<file path="config.mk">
export PLATFORM = sky130hd
export DESIGN_NAME = retry_budget_start
export DESIGN_NICKNAME = d
export VERILOG_FILES = /design/src/rtl/retry_pkg.sv /design/src/rtl/retry_id_counter.sv /design/src/rtl/retry_budget_start.sv
export SDC_FILE = /design/constraint.sdc
export NUM_CORES = 1
export LEC_CHECK = 0
export ABC_CLOCK_PERIOD_IN_PS = 4370
export CORE_UTILIZATION = 50
export DETAILED_ROUTE_END_ITERATION = 7
export DONT_BUFFER_PORTS = 1
export SLEW_MARGIN = 15
export SYNTH_ARGS = -nofsm -noshare
export SYNTH_HDL_FRONTEND = slang
export SYNTH_SLANG_ARGS = --single-unit
</file>
<file path="constraint.sdc">
create_clock -name clk_i -period 4.37 [get_ports clk_i]
set_input_delay 0.874 -clock clk_i [delete_from_list [all_inputs] [get_ports clk_i]]
set_output_delay 0.874 -clock clk_i [all_outputs]
set_load 0.005 [all_outputs]
</file>
<file path="src/rtl/retry_pkg.sv">
// Helpers shared by the start and end sides of the retry pair.
// Operands are zero-extended to 32 bits so one function serves every ID width.
package retry_pkg;

    function automatic logic id_parity(input logic [31:0] payload);
        return ^payload;
    endfunction

    function automatic logic [31:0] id_payload(input logic [31:0] id, input int unsigned id_bits);
        logic [31:0] mask;
        mask = (32'd1 << id_bits) - 32'd1;
        return id & mask;
    endfunction

endpackage

</file>
<file path="src/rtl/retry_id_counter.sv">
// Issue-ID counter: payload increments on each issue.
// When parity is enabled, the MSB carries the even parity of the payload.
module retry_id_counter
    import retry_pkg::*;
#(
    parameter int unsigned IdWidth  = 4,
    parameter int unsigned ParityEn = 1
) (
    input  logic               clk_i,
    input  logic               rst_i,
    input  logic               inc_i,
    output logic [IdWidth-1:0] id_o,
    output logic [IdWidth-1:0] id_next_o
);
    localparam int unsigned IdBits = IdWidth - ParityEn;

    logic [IdWidth-1:0] id_q, id_d;
    logic [IdBits-1:0]  pay_inc;

    always_comb begin
        pay_inc = IdBits'(id_payload(32'(id_q), IdBits)) + IdBits'(1);
        id_d    = id_q;
        if (inc_i) begin
            id_d = IdWidth'(pay_inc);
            if (ParityEn != 0) begin
                id_d[IdWidth-1] = id_parity(32'(pay_inc));
            end
        end
    end

    always_ff @(posedge clk_i) begin
        if (rst_i) begin
            id_q <= '0;
        end else begin
            id_q <= id_d;
        end
    end

    assign id_o      = id_q;
    assign id_next_o = id_d;

endmodule

</file>
<file path="src/rtl/retry_budget_start.sv">
// Start side of an in-order retry pair: tags, stores and replays elements.
// Each element has a bounded retry budget; the final attempt is flagged by last_try_o.
module retry_budget_start
    import retry_pkg::*;
#(
    parameter type         DataType   = logic,
    parameter int unsigned IdWidth    = 4,
    parameter int unsigned ParityEn   = 1,
    parameter int unsigned MaxRetries = 3,
    parameter int unsigned StatWidth  = 16
) (
    input  logic                 clk_i,
    input  logic                 rst_i,
    input  DataType              data_i,
    input  logic                 valid_i,
    output logic                 ready_o,
    output DataType              data_o,
    output logic [IdWidth-1:0]   id_o,
    output logic                 last_try_o,
    output logic                 valid_o,
    input  logic                 ready_i,
    input  logic                 retry_valid_i,
    input  logic [IdWidth-1:0]   retry_id_i,
    output logic                 retry_ready_o,
    input  logic                 retry_lock_i,
    output logic [IdWidth-1:0]   retry_id_feedback_o,
    output logic                 id_parity_err_o,
    output logic [StatWidth-1:0] replay_count_o
);
    localparam int unsigned IdBits = IdWidth - ParityEn;
    localparam int unsigned Slots  = 1 << IdBits;
    localparam int unsigned CntW   = $clog2(MaxRetries + 1);

    DataType               data_mem_q [Slots];
    logic [CntW-1:0]       cnt_mem_q  [Slots];
    logic                  pend_q, lock_q, err_q;
    logic [IdWidth-1:0]    pend_id_q;
    logic [StatWidth-1:0]  replay_cnt_q;

    logic                  issue, retry_acc, retry_par_ok;
    logic [IdBits-1:0]     pend_slot, cur_slot;
    logic [CntW-1:0]       stored_cnt, attempt_cnt;

    retry_id_counter #(
        .IdWidth  (IdWidth),
        .ParityEn (ParityEn)
    ) u_id_counter (
        .clk_i     (clk_i),
        .rst_i     (rst_i),
        .inc_i     (issue),
        .id_o      (id_o),
        .id_next_o (retry_id_feedback_o)
    );

    assign pend_slot = IdBits'(id_payload(32'(pend_id_q), IdBits));
    assign cur_slot  = IdBits'(id_payload(32'(id_o), IdBits));

    // Replays advance the stored attempt count but never past the budget.
    always_comb begin
        stored_cnt  = cnt_mem_q[pend_slot];
        attempt_cnt = '0;
        if (pend_q) begin
            attempt_cnt = (stored_cnt >= CntW'(MaxRetries)) ? CntW'(MaxRetries)
                                                            : stored_cnt + CntW'(1);
        end
    end

    always_comb begin
        retry_par_ok = 1'b1;
        if (ParityEn != 0) begin
            retry_par_ok = retry_id_i[IdWidth-1] ==
                           id_parity(id_payload(32'(retry_id_i), IdBits));
        end
    end

    assign valid_o         = (valid_i & ~lock_q) | pend_q;
    assign ready_o         = ready_i & ~pend_q & ~lock_q;
    assign data_o          = pend_q ? data_mem_q[pend_slot] : data_i;
    assign last_try_o      = attempt_cnt == CntW'(MaxRetries);
    assign issue           = valid_o & ready_i;
    assign retry_ready_o   = ready_i | ~pend_q;
    assign retry_acc       = retry_valid_i & retry_ready_o;
    assign id_parity_err_o = err_q;
    assign replay_count_o  = replay_cnt_q;

    always_ff @(posedge clk_i) begin
        if (rst_i) begin
            for (int i = 0; i < int'(Slots); i++) begin
                data_mem_q[i] <= '0;
                cnt_mem_q[i]  <= '0;
            end
            pend_q       <= 1'b0;
            pend_id_q    <= '0;
            lock_q       <= 1'b0;
            err_q        <= 1'b0;
            replay_cnt_q <= '0;
        end else begin
            lock_q <= retry_lock_i;
            err_q  <= retry_acc & ~retry_par_ok;
            if (issue) begin
                data_mem_q[cur_slot] <= data_o;
                cnt_mem_q[cur_slot]  <= attempt_cnt;
                if (pend_q && (replay_cnt_q != '1)) begin
                    replay_cnt_q <= replay_cnt_q + StatWidth'(1);
                end
            end
            if (retry_acc && retry_par_ok) begin
                pend_q    <= 1'b1;
                pend_id_q <= retry_id_i;
            end else if (ready_i) begin
                pend_q <= 1'b0;
            end
        end
    end

endmodule

</file>
==> metrics, run 1 <==
Detail Route Antenna Nets=0; Net Count, Synth=282; Reg2Reg Setup Slack=2170 ps; commonest non-fill, non-tap cell in the layout=dfxtp_1; number of distinct library cells after synthesis=52; Mapped Area=2750 um2; area added between synthesis and finish=4.06%; cts bufs inserted=5; top post-synthesis cells by area=edfxtp_1 (26%), dfxtp_1 (21%), mux2i_1 (3.6%); P_int=0.000708 W; Slew Viols, Final=0; Synth Flop Type=dfxtp_1; largest net degree at the start of global routing=45; Max VDD drop=0.170 mV; initial antenna violation count=0; clk_lat worst skew=310 ps; Yosys Warn Count=0; Iter 0 DRT Violations=95; commonest cells after routing, fill and taps aside=dfxtp_1 (29), edfxtp_1 (24), nor2_1 (23), nor3_1 (17), nand3_1 (15); outcome=complete, no violations; CP endpoint kind=output port; GP Congestion=0.758; worst min-delay path class=reg2reg; Final #Nets=274; Clock Path Buffers=2; Ant. Diodes=0; critical path class=reg2out; CP Max Fanout=10; Row Count=26; critical-path cell list=mux4_2 -> mux2_4 -> mux2i_4 -> inv_2; Seq pwr share=0.591; Hold Crit Depth=2; Residual DRC=0; full die area=5790 um2; reg2reg end=data_mem_q[4]; Die Wd=76.1 um; number of synthesized flops with an enable pin=24; Switching Power=0.000228 W; Global Route Usage Sum=0.199; Clock Sinks=53; utilization after layout=0.549; Post-Syn Instances=269; Die Y=76.1 um; H-tree depth=2; Critical Path AT=2210 ps; fmax=324 MHz; non-filler cells in the finished layout=332; Async SR Flop Fraction=0; max incr delay on CP=700 ps; FF+latch count, synth=53; number of instances resized during post-cts repair=0; switching part of the total=0.244; Initial Utilization=0.527; Inst Count DP=324; combinational power share=0.109; global-route wire length before repair=9180 um; skew final=10.7 ps; post-CTS setup buffer count=0; Synth area leader=edfxtp_1; Buf/Inv on CP=1; Initial DRT Pass Iterations=5; cells on worst reg2reg path=4; fill cell count=470; final setup fails=0; fraction of layout cells with a size suffix above 1=0.0992; io pins=41; RSZ-0062 raised after global routing=no; MaxCap Viol Count=0; type of origin of the critical path=flip-flop; Clock Pin Slew Worst Setup and Hold Paths=80 ps; Slew @ Worst Pin=762 ps; vias in the first global route=1812; Root Driver=clkbuf_8; hold slack=481 ps; Syn Area/Cell=10.2 um2; clock network power share=0.300; Lkg Pwr=0.993 nW; post-synth top area share=0.263; HP Start=pend_id_q[2]; routed via count=1958; Critical Path RT=3500 ps; final period utilization=0.707; drt via density=5.90; CP delay by family, top=multiplexers; hold buffers post-CTS=0; Worst slew margin=0.491; TNS Setup=0 ps; Core Region=5200 um2; port bufs=0; TritonCTS clock tree=yes; routed len/inst=16.2 um; hold violation count in the final report=0; Seq/Total Area, Yosys=0.474; minimum clock period=3090 ps; dpl hpwl=3800 um; Placement Cell Area=2770 um2; power density over the cells=328 nW/um2; slowest CP cell=dfxtp_1; fin area=2860 um2; WL final=5380 um; total grt overflow=0
-- worst max-delay path by stage --
| stage | startpoint | endpoint | slack, ps | depth (start not counted) |
|---|---|---|---|---|
| after detailed placement | valid_i | retry_id_feedback_o[3] | 1600 | 4 |
| after global routing | flip-flop | data_o | 1160 | 4 |
| after global placement | valid_i | retry_id_feedback_o[3] | 1610 | 4 |
| final | flip-flop | data_o | 1280 | 4 |
| after floorplan | valid_i | retry_id_feedback_o[3] | 1700 | 4 |
| after CTS | flip-flop | data_o | 1280 | 4 |
-- flip-flops by register name, summed over array words and instances, names as in the netlist, named ones only --
register	flops
cnt_mem_q	16
replay_count_o	16
data_mem_q	8
u_id_counter.id_o	4
pend_id_q	3
id_parity_err_o	1
lock_q	1
pend_q	1
-- final cells by class --
cell class              instances  area, um2  share of cell area
well taps                      70       87.6              0.0307
inverters                       5       18.8             0.00657
clock inverters                 2       8.76             0.00307
repair buffers                  2       15.0             0.00526
clock buffers                   6       82.6              0.0289
flip-flops and latches         53       1300               0.456
multi-input cells             194       1340               0.470
-- logic make-up after synthesis --
family,count (synthesis),share of synthesized area
xor+xnor,8,0.0255
flops,53,0.474
fa+ha+maj,2,0.00911
compound gates,40,0.0980
simple gates,123,0.257
buf+inv,22,0.0369
mux,21,0.0994
-- cell usage after synthesis, drive strengths merged (2+ instances only) --
cell     number
and4          2
o31ai         2
mux2          7
a21oi        11
nand2        12
a21o          6
nor2         23
a41oi         2
o211a         3
nor3         17
a211oi        2
nand4         8
nor4          5
nand4b        3
o21bai        2
nand2b        7
ha            2
xnor2         7
buf           3
nand3b        2
nor3b         3
inv           4
or3           7
nand3        15
mux4          3
clkbuf       14
edfxtp       24
mux2i        11
nor2b        12
dfxtp        29
o21ai         7
o2111ai       2
-- layer usage --
| metal | routed length (um) | part of all wire | GRT usage | vias to the layer above |
|---|---|---|---|---|
| li1 | - | - | - | 980 |
| met1 | 2650 | 0.49 | 0.289 | 925 |
| met2 | 2390 | 0.44 | 0.297 | 46 |
| met3 | 260 | 0.048 | 0.0395 | 7 |
| met4 | 74 | 0.014 | 0.0692 | 0 |
| met5 | 0 | 0 | 0 | - |
-- power by group through the flow --
stage	logic, W	registers [W]	clock network (W)
final	0.000102	0.000553	0.000281
after global routing	0.000113	0.000557	0.000306
after CTS	0.000103	0.000554	0.000290
after detailed placement	0.000102	0.000565	0
after global placement	0.000102	0.000565	0
after floorplan	0.000101	0.000555	0
-- worst reg2reg max path: cells and delay by family (launching register included) --
family        cells  cell delay [ps]
mux               3             1150
flops             1              700
simple gates      1              100
-- through the flow --
stage	worst slack, ps	power (W)
3_3_place_gp	1610	0.000668
2_1_floorplan	1700	0.000656
3_5_place_dp	1600	0.000667
6_report	1280	0.000937
5_1_grt	1160	0.000976
4_1_cts	1280	0.000946
Note: power is estimated with default switching activity, not from simulation.
==> run 2, diff against run 1 <==
--- a/config.mk
+++ b/config.mk
@@ -5,10 +5,11 @@
 export SDC_FILE = /design/constraint.sdc
 export NUM_CORES = 1
 export LEC_CHECK = 0
-export ABC_CLOCK_PERIOD_IN_PS = 4370
+export ABC_CLOCK_PERIOD_IN_PS = 2800
 export CORE_UTILIZATION = 50
 export DETAILED_ROUTE_END_ITERATION = 7
 export DONT_BUFFER_PORTS = 1
+export PLACE_DENSITY = 0.68
 export SLEW_MARGIN = 15
 export SYNTH_ARGS = -nofsm -noshare
 export SYNTH_HDL_FRONTEND = slang
==> constraint.sdc (replaced) <==
create_clock -name clk_i -period 2.8 [get_ports clk_i]
set_input_delay 0.56 -clock clk_i [delete_from_list [all_inputs] [get_ports clk_i]]
set_output_delay 0.56 -clock clk_i [all_outputs]
set_load 0.005 [all_outputs]
==> run 2 against run 1 <==
Sequential share of layout area decreased by 0.61 points. Cell count increased by 0.60%. Sequential power is 56% higher. Register-to-register slack worse by 1400 ps. Non-clock buffer count rose by 2. Clock power rose by 88%. Combinational power rose by 61%. Setup slack worse by 920 ps. Die area unchanged. Global-route usage is 0.37 points higher. Largest power group unchanged. Hold slack got worse by 180 ps.
==> metrics, run 2 (synthesis gave the netlist of run 1 again) <==
outcome=complete, no violations; Reg2Reg Setup Slack=730 ps (-1440 ps); TritonCTS clock tree=yes; Critical Path RT=2240 ps (-1260 ps); MaxCap Viol Count=0 (unchanged); CP Max Fanout=9 (-1); area added between synthesis and finish=5.47%; vias in the first global route=1896 (+4.6%); Lkg Pwr=1.01 nW (+2.1%); Multi-input gate area=1340 um2 (unchanged); Die Y=76.1 um (unchanged); Buf/Inv on CP=1 (unchanged); type of origin of the critical path=flip-flop; Detail Route Antenna Nets=0 (unchanged); cells on worst reg2reg path=5 (+1); power density over the cells=537 nW/um2 (+64%); number of instances resized during post-cts repair=0 (unchanged); RSZ-0062 raised after global routing=no; critical-path cell list=mux4_2 -> mux2_4 -> mux2i_4 -> inv_2; GP Congestion=0.809 (+6.7%); routed len/inst=16.5 um (+2.1%); commonest cells after routing, fill and taps aside=dfxtp_1 (29), edfxtp_1 (24), nor2_1 (23), nor3_1 (17), nand3_1 (15); hold violation count in the final report=0 (unchanged); Slew Viols, Final=0 (unchanged); initial antenna violation count=0 (unchanged); drt via density=5.87 (-0.45%); Clock Pin Slew Worst Setup and Hold Paths=90 ps (about the same); CP endpoint kind=output port; reg2reg end=cnt_mem_q[6][0]; H-tree depth=2 (unchanged); final setup fails=0 (unchanged); port bufs=0 (unchanged); commonest non-fill, non-tap cell in the layout=dfxtp_1; Initial DRT Pass Iterations=4 (-1); clk_lat worst skew=310 ps (about the same); storage element area=1300 um2 (unchanged); Ant. Diodes=0 (unchanged); skew final=5.36 ps (-5.32 ps); Final #Nets=276 (+0.73%); Max VDD drop=0.354 mV (+110%); Hold Crit Depth=1 (-1); Initial Utilization=0.527 (unchanged); fmax=410 MHz; full die area=5790 um2 (unchanged); Critical Path AT=1880 ps (-330 ps); Slew @ Worst Pin=811 ps (+49.0 ps); HP Start=rst_i; dpl hpwl=3850 um (+1.4%); Iter 0 DRT Violations=90 (-5.3%); total grt overflow=0 (unchanged); worst min-delay path class=in2reg; Core Region=5200 um2 (unchanged); Clock Sinks=53 (unchanged); TNS Setup=0 ps (unchanged); hold buffers post-CTS=0 (unchanged); worst hold endpoint=replay_count_o[1]; WL final=5530 um (+2.7%); cts bufs inserted=5 (unchanged); max incr delay on CP=520 ps (-180 ps); Clock Path Buffers=2 (unchanged); post-CTS setup buffer count=0 (unchanged); slowest CP cell=mux4_2; fraction of layout cells with a size suffix above 1=0.110 (+0.0106); final period utilization=0.871; fill cell count=466 (-0.85%); minimum clock period=2440 ps; io pins=41 (unchanged); Global Route Usage Sum=0.203 (+0.00373); Worst slew margin=0.459 (-0.0327); routed via count=1961 (+0.15%); Row Count=26 (unchanged); Die Wd=76.1 um (unchanged); utilization after layout=0.556 (+0.00745); Root Driver=clkbuf_8; CP delay by family, top=multiplexers; critical path class=reg2out; global-route wire length before repair=9380 um (+2.2%); largest net degree at the start of global routing=45 (unchanged); Residual DRC=0 (unchanged)
run 2: cell types whose count changed in the layout (fill, tap and decap cells not counted), sizes merged:
cell and change:
bufinv +1, buf +2, clkinv -1
run 2: power breakdown:
part / total [W] / internal, W / switching [W]
Sequential: 0.000864 / 0.000836 / 0.0000274
Combinational: 0.000164 / 0.0000743 / 0.0000892
Clock: 0.000527 / 0.000278 / 0.000249
Total: 0.00155 / 0.00119 / 0.000366
run 2: layout make-up:
type	instances	share of cell area
clock buffers	6	0.0264
repair buffers	4	0.0104
inverters	5	0.00648
well taps	70	0.0303
clock inverters	2	0.0134
flip-flops and latches	53	0.449
multi-input cells	194	0.464
run 2: how the worst max path moves through the flow:
stage	depth (start not counted)	to	slack, ps
6_report	4	data_o	360
3_5_place_dp	4	retry_id_feedback_o[3]	680
4_1_cts	4	data_o	350
2_1_floorplan	5	data_o	720
5_1_grt	4	data_o	290
3_3_place_gp	4	retry_id_feedback_o[3]	710
run 2: stage by stage:
| stage | worst slack (ps) | total power [W] | hold WS, ps | area, um2 | std cells |
|---|---|---|---|---|---|
| after floorplan | 722 | 0.00102 | 450 | 2750 | 269 |
| after global placement | 711 | 0.00104 | 474 | 2780 | 326 |
| after detailed placement | 684 | 0.00105 | 484 | 2780 | 326 |
| after CTS | 351 | 0.00157 | 301 | 2900 | 334 |
| after global routing | 290 | 0.00162 | 292 | 2900 | 334 |
| final | 362 | 0.00155 | 304 | 2900 | 334 |
run 2: metal layers:
metal  vias to the layer above  wire length, um  part of all wire  GRT usage
met5                         -                0                 0          0
met4                         0               70             0.013     0.0692
met3                         5              263             0.048     0.0479
met2                        43             2580              0.47      0.315
met1                       925             2610              0.47      0.280
li1                        988                -                 -          -
